--- src/rtl/echo_pulse_meter.sv ---
// Echo receiver for the rangefinder: it measures the time-of-flight and width of a returning
// detector pulse, rejects glitches narrower than a minimum, and times out after a listen window.
module echo_pulse_meter #(
    parameter int unsigned CNT_W = 17,
    parameter int unsigned WID_W = 15
) (
    input  logic             clk,
    input  logic             reset_n,
    input  logic             start,
    input  logic             echo_in,
    input  logic [CNT_W-1:0] window,
    input  logic [WID_W-1:0] min_width,
    output logic             busy,
    output logic             valid,
    output logic             timeout,
    output logic [CNT_W-1:0] tof,
    output logic [WID_W-1:0] width
);

    localparam logic [WID_W-1:0] WID_MAX = '1;

    typedef enum logic [1:0] {
        IDLE,
        ARMED,
        HIGH
    } state_t;

    state_t           state, state_nx;
    logic             echo_m, echo_s, echo_d;
    logic             rise_c, fall_c;
    logic [CNT_W-1:0] cnt, cnt_nx;
    logic [CNT_W-1:0] window_lat, window_lat_nx;
    logic [CNT_W-1:0] rise_cnt, rise_cnt_nx;
    logic [CNT_W-1:0] tof_nx;
    logic [WID_W-1:0] min_width_lat, min_width_lat_nx;
    logic [WID_W-1:0] wcnt, wcnt_nx;
    logic [WID_W-1:0] width_nx;
    logic             busy_nx, valid_nx, timeout_nx;

    // Two-flop synchronizer for the asynchronous detector plus an edge-detect delay stage
    always_ff @(posedge clk or negedge reset_n) begin
        if (!reset_n) begin
            echo_m <= 1'b0;
            echo_s <= 1'b0;
            echo_d <= 1'b0;
        end else begin
            echo_m <= echo_in;
            echo_s <= echo_m;
            echo_d <= echo_s;
        end
    end

    assign rise_c = echo_s & ~echo_d;
    assign fall_c = ~echo_s & echo_d;

    // State and datapath registers
    always_ff @(posedge clk or negedge reset_n) begin
        if (!reset_n) begin
            state         <= IDLE;
            cnt           <= '0;
            window_lat    <= '0;
            rise_cnt      <= '0;
            min_width_lat <= '0;
            wcnt          <= '0;
            tof           <= '0;
            width         <= '0;
            busy          <= 1'b0;
            valid         <= 1'b0;
            timeout       <= 1'b0;
        end else begin
            state         <= state_nx;
            cnt           <= cnt_nx;
            window_lat    <= window_lat_nx;
            rise_cnt      <= rise_cnt_nx;
            min_width_lat <= min_width_lat_nx;
            wcnt          <= wcnt_nx;
            tof           <= tof_nx;
            width         <= width_nx;
            busy          <= busy_nx;
            valid         <= valid_nx;
            timeout       <= timeout_nx;
        end
    end

    // Next-state and output logic; the window check always wins over echo edges
    always_comb begin
        state_nx         = state;
        cnt_nx           = cnt;
        window_lat_nx    = window_lat;
        rise_cnt_nx      = rise_cnt;
        min_width_lat_nx = min_width_lat;
        wcnt_nx          = wcnt;
        tof_nx           = tof;
        width_nx         = width;
        valid_nx         = 1'b0;
        timeout_nx       = 1'b0;

        case (state)
            IDLE: begin
                if (start) begin
                    window_lat_nx    = window;
                    min_width_lat_nx = min_width;
                    cnt_nx           = '0;
                    state_nx         = ARMED;
                end
            end
            ARMED: begin
                if (cnt == window_lat) begin
                    timeout_nx = 1'b1;
                    state_nx   = IDLE;
                end else begin
                    cnt_nx = cnt + CNT_W'(1);
                    if (rise_c) begin
                        rise_cnt_nx = cnt;
                        wcnt_nx     = WID_W'(1);
                        state_nx    = HIGH;
                    end
                end
            end
            HIGH: begin
                if (cnt == window_lat) begin
                    timeout_nx = 1'b1;
                    state_nx   = IDLE;
                end else begin
                    cnt_nx = cnt + CNT_W'(1);
                    if (fall_c) begin
                        if (wcnt >= min_width_lat) begin
                            tof_nx   = rise_cnt;
                            width_nx = wcnt;
                            valid_nx = 1'b1;
                            state_nx = IDLE;
                        end else begin
                            state_nx = ARMED;
                        end
                    end else if (echo_s && (wcnt != WID_MAX)) begin
                        wcnt_nx = wcnt + WID_W'(1);
                    end
                end
            end
            default: begin
                state_nx = IDLE;
            end
        endcase

        busy_nx = (state_nx != IDLE);
    end

endmodule

--- config.mk ---
export PLATFORM = sky130hd
export DESIGN_NAME = echo_pulse_meter
export DESIGN_NICKNAME = d
export VERILOG_FILES = /design/src/rtl/echo_pulse_meter.sv
export SDC_FILE = /design/constraint.sdc
export NUM_CORES = 1
export LEC_CHECK = 0
export BUFFER_PORTS_ARGS = -buffer_cell sky130_fd_sc_hd__buf_2
export CAP_MARGIN = 25
export CORE_MARGIN = 10
export CORE_UTILIZATION = 45
export DETAILED_ROUTE_END_ITERATION = 16
export HOLD_SLACK_MARGIN = 0.12
export RECOVER_POWER = 25
export SYNTH_ARGS = -nofsm -noshare
export SYNTH_HDL_FRONTEND = slang
export SYNTH_SLANG_ARGS = --single-unit
--- constraint.sdc ---
create_clock -name clk -period 4.6 [get_ports clk]
set_input_delay 0 -clock clk [delete_from_list [all_inputs] [get_ports clk]]
set_output_delay 0 -clock clk [all_outputs]
set_load 0.005 [all_outputs]
# Word level (Yosys, flattened, before mapping)
# Index checks and enable logic that the tools add are counted.
# totals
ff_bits	121
rom_bits	0
word_cells	66
input_bits	36
ram_bits	0
latch_bits	0
out_inout_bits	35
n_memories	0
# classes
n_reduce_logical	11
add_sub_neg	2
bitwise	5
shift	0
mul	0
n_lt_le_gt_ge	1
eq_ne	11
n_mux	22
n_div	0
# op_table
cell	count
15-bit two-way mux	5
17-bit two-way mux	2
17-bit case mux with 2 select lines	1
15-bit case mux with 2 select lines	1
17-bit by 1-bit adder with 17-bit output, second input constant	1
17-bit equality test	1
15-bit by 1-bit adder with 15-bit output, second input constant	1
15-bit >= comparator	1
15-bit != test, second input constant	1
2-bit != test, second input constant	7
2-bit two-way mux	5
1-bit two-way mux	7
2-bit case mux with 3 select lines	1
3-bit AND reduction	2
6-bit AND reduction	1
2-bit nonzero test	3
4-bit AND reduction	1
1-bit NOT	3
1-bit bitwise AND	2
2-bit by 1-bit equality test with 1-bit output, second input constant	1
2-bit equality test, second input constant	1
2-bit zero test	1
2-bit AND reduction	1
2-bit OR reduction	1
1-bit logical AND	1

# Logic depth before layout (Yosys ltp)
# logic_depth
word_depth	6
depth_mapped	8

# Least setup slack after synthesis
# Ideal clock, no wire load.
# synth_path
kind	reg-to-reg
start	register wcnt[5]
end	register width[10]
path_stages_with_launch	8
arrival_time_ns	2.039
synth_period_minus_slack_ns	2.164
setup_slack_ns	2.436
setup_time_ns	0.125
t_required_ns	4.475
path_cell_list	dfrtp_1 ha_1 a21oi_1 a211oi_1 o21bai_1 a221oi_4 buf_6 mux2_2
# synth_between
elab_chain_len	2
# synth_lines
element	line	source
start, declared	36	logic [WID_W-1:0] wcnt, wcnt_nx;
start signal, assigned	76	wcnt <= wcnt_nx;
15-bit >= comparator	127	if (wcnt >= min_width_lat) begin
4-bit AND reduction (no line)	n/a	
end signal, assigned	78	width <= width_nx;
end, declared	17	output logic [WID_W-1:0] width
# No other way between the ends.
# A chain may end at the register's enable or synchronous reset.

# Worst setup path in the final report
# layout_path
start	register state[0]
end	register width[2]
# layout_between
elab_chain_len	2
# layout_lines
element	line	source
start, declared	28	state_t state, state_nx;
start signal, assigned	71	state <= state_nx;
2-bit equality test	98	case (state)
4-bit AND reduction (no line)	n/a	
# No other way between the ends.

==> impl_metrics.json <==
{
  "result_of_the_run": "completed",
  "cells_taking_the_most_area_after_synthesis": "sky130_fd_sc_hd__dfrtp_1 (48%), sky130_fd_sc_hd__mux2_2 (14%), sky130_fd_sc_hd__ha_1 (4.2%), sky130_fd_sc_hd__inv_1 (2.0%), sky130_fd_sc_hd__nand2_1 (2.0%)",
  "setup_viol": 0,
  "count_of_endpoints_failing_hold_in_the_final_timing_report": 0,
  "total_power_mw": 4.16,
  "critical_path_arrival_ns": 3.65,
  "drt_pass1_iterations": 5,
  "report.final.slew_viol_count": 0,
  "synth_warnings": 0,
  "ir_drop_mv": 0.351,
  "start_util": 0.457,
  "rrSetupSlack_ns": 1.26,
  "residual_drc_count": 0,
  "place_inst": 796,
  "achievable-frequency_mhz": 299,
  "drt_wl_total_um": 16000,
  "ys_seq_elements": 121,
  "grt_usage": 0.168,
  "clock_skew_ns": 0.00573,
  "inserted_clock_buffers": 17,
  "synth_common_cells": "sky130_fd_sc_hd__dfrtp_1 (121), sky130_fd_sc_hd__mux2_2 (81), sky130_fd_sc_hd__inv_1 (34)",
  "worst_setup_path_start_kind": "flop",
  "synth.most_common_cell": "sky130_fd_sc_hd__dfrtp_1",
  "postSynth.topFlopCell": "sky130_fd_sc_hd__dfrtp_1",
  "clk_pin_slew_ns": 0.06,
  "synth_top_family_by_area": "multiplexers",
  "final_layout_size_suffix_gt1_frac": 0.281,
  "core_region_area_um2": 13800,
  "grt_pass1_vias": 5181,
  "detail_route.vias_per_cell": 5.72,
  "clk_latency_ns": 0.42,
  "global_route.overflow_total": 0,
  "final_min_period_over_clock_period": 0.726,
  "max_slew_margin": 0.203,
  "postCtsSetupRepairBufs": 0,
  "design.final.nets": 727,
  "io_pins": 71,
  "power.leakage_nw": 3.50,
  "buffers_from_clock_root_to_sink_at_most": 2,
  "synth_adder_area_share": 0.0415,
  "r2r_cells": 6,
  "area_added_between_synthesis_and_finish_pct": 21.9,
  "finish.instance_area_um2": 7710,
  "unrepaired_setup_endpoints_after_global_routing": "false",
  "syn_avg_cell_area_um2": 11.0,
  "synth-compound-area-share": 0.124,
  "antenna_violations_before_repair": 0,
  "place.detailed.hpwl_um": 10800,
  "placementRows": 43,
  "synth_simple_gate_area_frac": 0.136,
  "mappedNetlistNets": 630,
  "postSynth.asyncResetShare": 1.00,
  "place_area_um2": 6760,
  "post-route-min-period_ns": 3.34,
  "antennaDiodeCount": 0,
  "die_x_um": 139,
  "post_cts.resized_instances": 0,
  "r2r_end": "width[2]$_DFFE_PN0P_",
  "die_area_um2": 19200,
  "tightestPinTransition_ns": 1.20,
  "timing.critical_path.to_type": "flop",
  "synth_top_cell_by_area": "sky130_fd_sc_hd__dfrtp_1",
  "min_path_type": "input port to asynchronous set/reset pin",
  "timing_worst_setup_path_type": "flop to flop",
  "fin_cells": 863,
  "drv_cap": 0,
  "cts-hold-fix-buffers": 35,
  "grt_first_pass_wirelength_um": 26600,
  "n_fill_cell": 1197,
  "edff_count_synth": 0,
  "io_buffer_count": 70,
  "syn_area_um2": 6320,
  "grt_max_degree": 66,
  "final_antenna_net_count": 0,
  "number_of_violations_reported_at_the_end_of_detailed_routing_iteration_0": 311,
  "synth.area.mux_share": 0.148,
  "crit-reg2reg-launch": "state[0]$_DFF_PN0_",
  "synth.top_cell.area_share": 0.479,
  "clock_sinks": 121,
  "cts.root.buffer_cell": "sky130_fd_sc_hd__clkbuf_16",
  "placer_s_final_routability_congestion_estimate": 0.866,
  "cts_tree": "done",
  "fin_tns_setup_ns": 0,
  "crit_fanout": 26,
  "powerDensity_nw_per_um2": 540,
  "ys_seq_area_frac": 0.479,
  "worst-endpoint-required_ns": 4.90,
  "timing.hold.ws_ns": 0.205,
  "synth_xor_area_frac": 0.0235,
  "htreeDepth": 4,
  "route.vias.total": 4940,
  "synthCells": 573,
  "route.detailed.wl_per_inst_um": 18.5,
  "synth_cell_type_count": 61,
  "die_h_um": 139
}
sequential cells by signal, indices dropped and copies added (netlist names):
| name | count |
|---|---|
| min_width_lat | 15 |
| window_lat | 17 |
| timeout | 1 |
| cnt | 17 |
| echo_m | 1 |
| wcnt | 15 |
| echo_s | 1 |
| rise_cnt | 17 |
| valid | 1 |
| state | 2 |
| echo_d | 1 |
| tof | 17 |
| busy | 1 |
| width | 15 |
worst max-delay path by stage:
stage	from	depth (start not counted)	endpoint
2_1_floorplan	wcnt[5]$_DFFE_PN0P_	7	width[10]$_DFFE_PN0P_
3_3_place_gp	cnt[7]$_DFFE_PN0P_	6	width[2]$_DFFE_PN0P_
3_5_place_dp	state[0]$_DFF_PN0_	6	tof[7]$_DFFE_PN0P_
4_1_cts	state[0]$_DFF_PN0_	6	tof[7]$_DFFE_PN0P_
5_1_grt	state[0]$_DFF_PN0_	6	width[2]$_DFFE_PN0P_
6_report	state[0]$_DFF_PN0_	6	width[2]$_DFFE_PN0P_
logic make-up (layout without fill, tap and decap cells):
group	count (synthesis)	count (layout)
AO/OA/AOI/OAI	105	105
XOR/XNOR	17	17
adder cells (fa/ha/maj)	21	21
buffers and inverters	67	177
flip-flops	121	121
multiplexers	83	83
AND/OR/NAND/NOR	159	159
final cells by class:
| type | count | area (um2) | area share |
|---|---|---|---|
| multi-input cells | 385 | 2980 | 0.387 |
| clock buffers | 17 | 425 | 0.0552 |
| repair buffers | 111 | 742 | 0.0963 |
| well taps | 180 | 225 | 0.0292 |
| clock inverters | 15 | 176 | 0.0229 |
| inverters | 34 | 128 | 0.0166 |
| flip-flops and latches | 121 | 3030 | 0.393 |
per-layer routing:
layer	share of wire	GRT usage	vias up
li1	-	-	2323
met1	0.48	0.219	2452
met2	0.45	0.264	150
met3	0.057	0.0432	15
met4	0.013	0.0616	0
met5	0	0	-
per-stage QoR:
| stage | setup slack (ns) | util |
|---|---|---|
| floorplan | 2.44 | - |
| global placement | 1.37 | 0.489 |
| CTS | 1.27 | 0.558 |
| finish | 1.26 | 0.558 |
| global route | 1.02 | 0.558 |
| detailed placement | 1.26 | 0.489 |
power breakdown:
group          switching (mW)  total (mW)  internal (mW)
sequential              0.290        1.63           1.34
clock                   0.501        1.35          0.851
combinational           0.619        1.18          0.561
critical path, stage by stage (launching register included):
cell and delay (ns):
sky130_fd_sc_hd__dfrtp_1 0.42, sky130_fd_sc_hd__inv_1 0.13, sky130_fd_sc_hd__ha_1 0.68, sky130_fd_sc_hd__nand3b_1 0.29, sky130_fd_sc_hd__a221oi_4 0.95, sky130_fd_sc_hd__buf_4 0.38
sky130_fd_sc_hd__mux2_2 0.35
placed cells by master, fill, tap and decap left out, types with 3 or more instances in the layout:
cell	n
sky130_fd_sc_hd__dfrtp_1	121
sky130_fd_sc_hd__mux2_2	81
sky130_fd_sc_hd__buf_2	64
sky130_fd_sc_hd__dlygate4sd3_1	35
sky130_fd_sc_hd__inv_1	34
sky130_fd_sc_hd__nand2_1	33
sky130_fd_sc_hd__nand3_1	24
sky130_fd_sc_hd__a21oi_1	21
sky130_fd_sc_hd__ha_1	21
sky130_fd_sc_hd__nor2_1	20
sky130_fd_sc_hd__clkbuf_16	17
sky130_fd_sc_hd__o21ai_0	16
sky130_fd_sc_hd__nor4_1	14
sky130_fd_sc_hd__nand4_1	12
sky130_fd_sc_hd__nor3_1	12
sky130_fd_sc_hd__o211ai_1	12
sky130_fd_sc_hd__xor2_1	11
sky130_fd_sc_hd__and2_1	8
sky130_fd_sc_hd__a211oi_1	7
sky130_fd_sc_hd__a221o_1	7
sky130_fd_sc_hd__buf_4	7
sky130_fd_sc_hd__xnor2_1	6
sky130_fd_sc_hd__and3_1	6
sky130_fd_sc_hd__a22o_1	6
sky130_fd_sc_hd__nor2b_1	5
sky130_fd_sc_hd__o2111ai_1	5
sky130_fd_sc_hd__clkbuf_1	5
sky130_fd_sc_hd__o31ai_1	4
sky130_fd_sc_hd__nor4b_1	4
sky130_fd_sc_hd__clkinv_2	4
sky130_fd_sc_hd__a41oi_1	3
sky130_fd_sc_hd__nand2b_1	3
sky130_fd_sc_hd__or4_1	3
sky130_fd_sc_hd__o221ai_1	3
sky130_fd_sc_hd__and4_1	3
sky130_fd_sc_hd__clkinvlp_4	3
sky130_fd_sc_hd__bufinv_16	3
sky130_fd_sc_hd__clkinv_4	3
(Power assumes the default switching activity.)
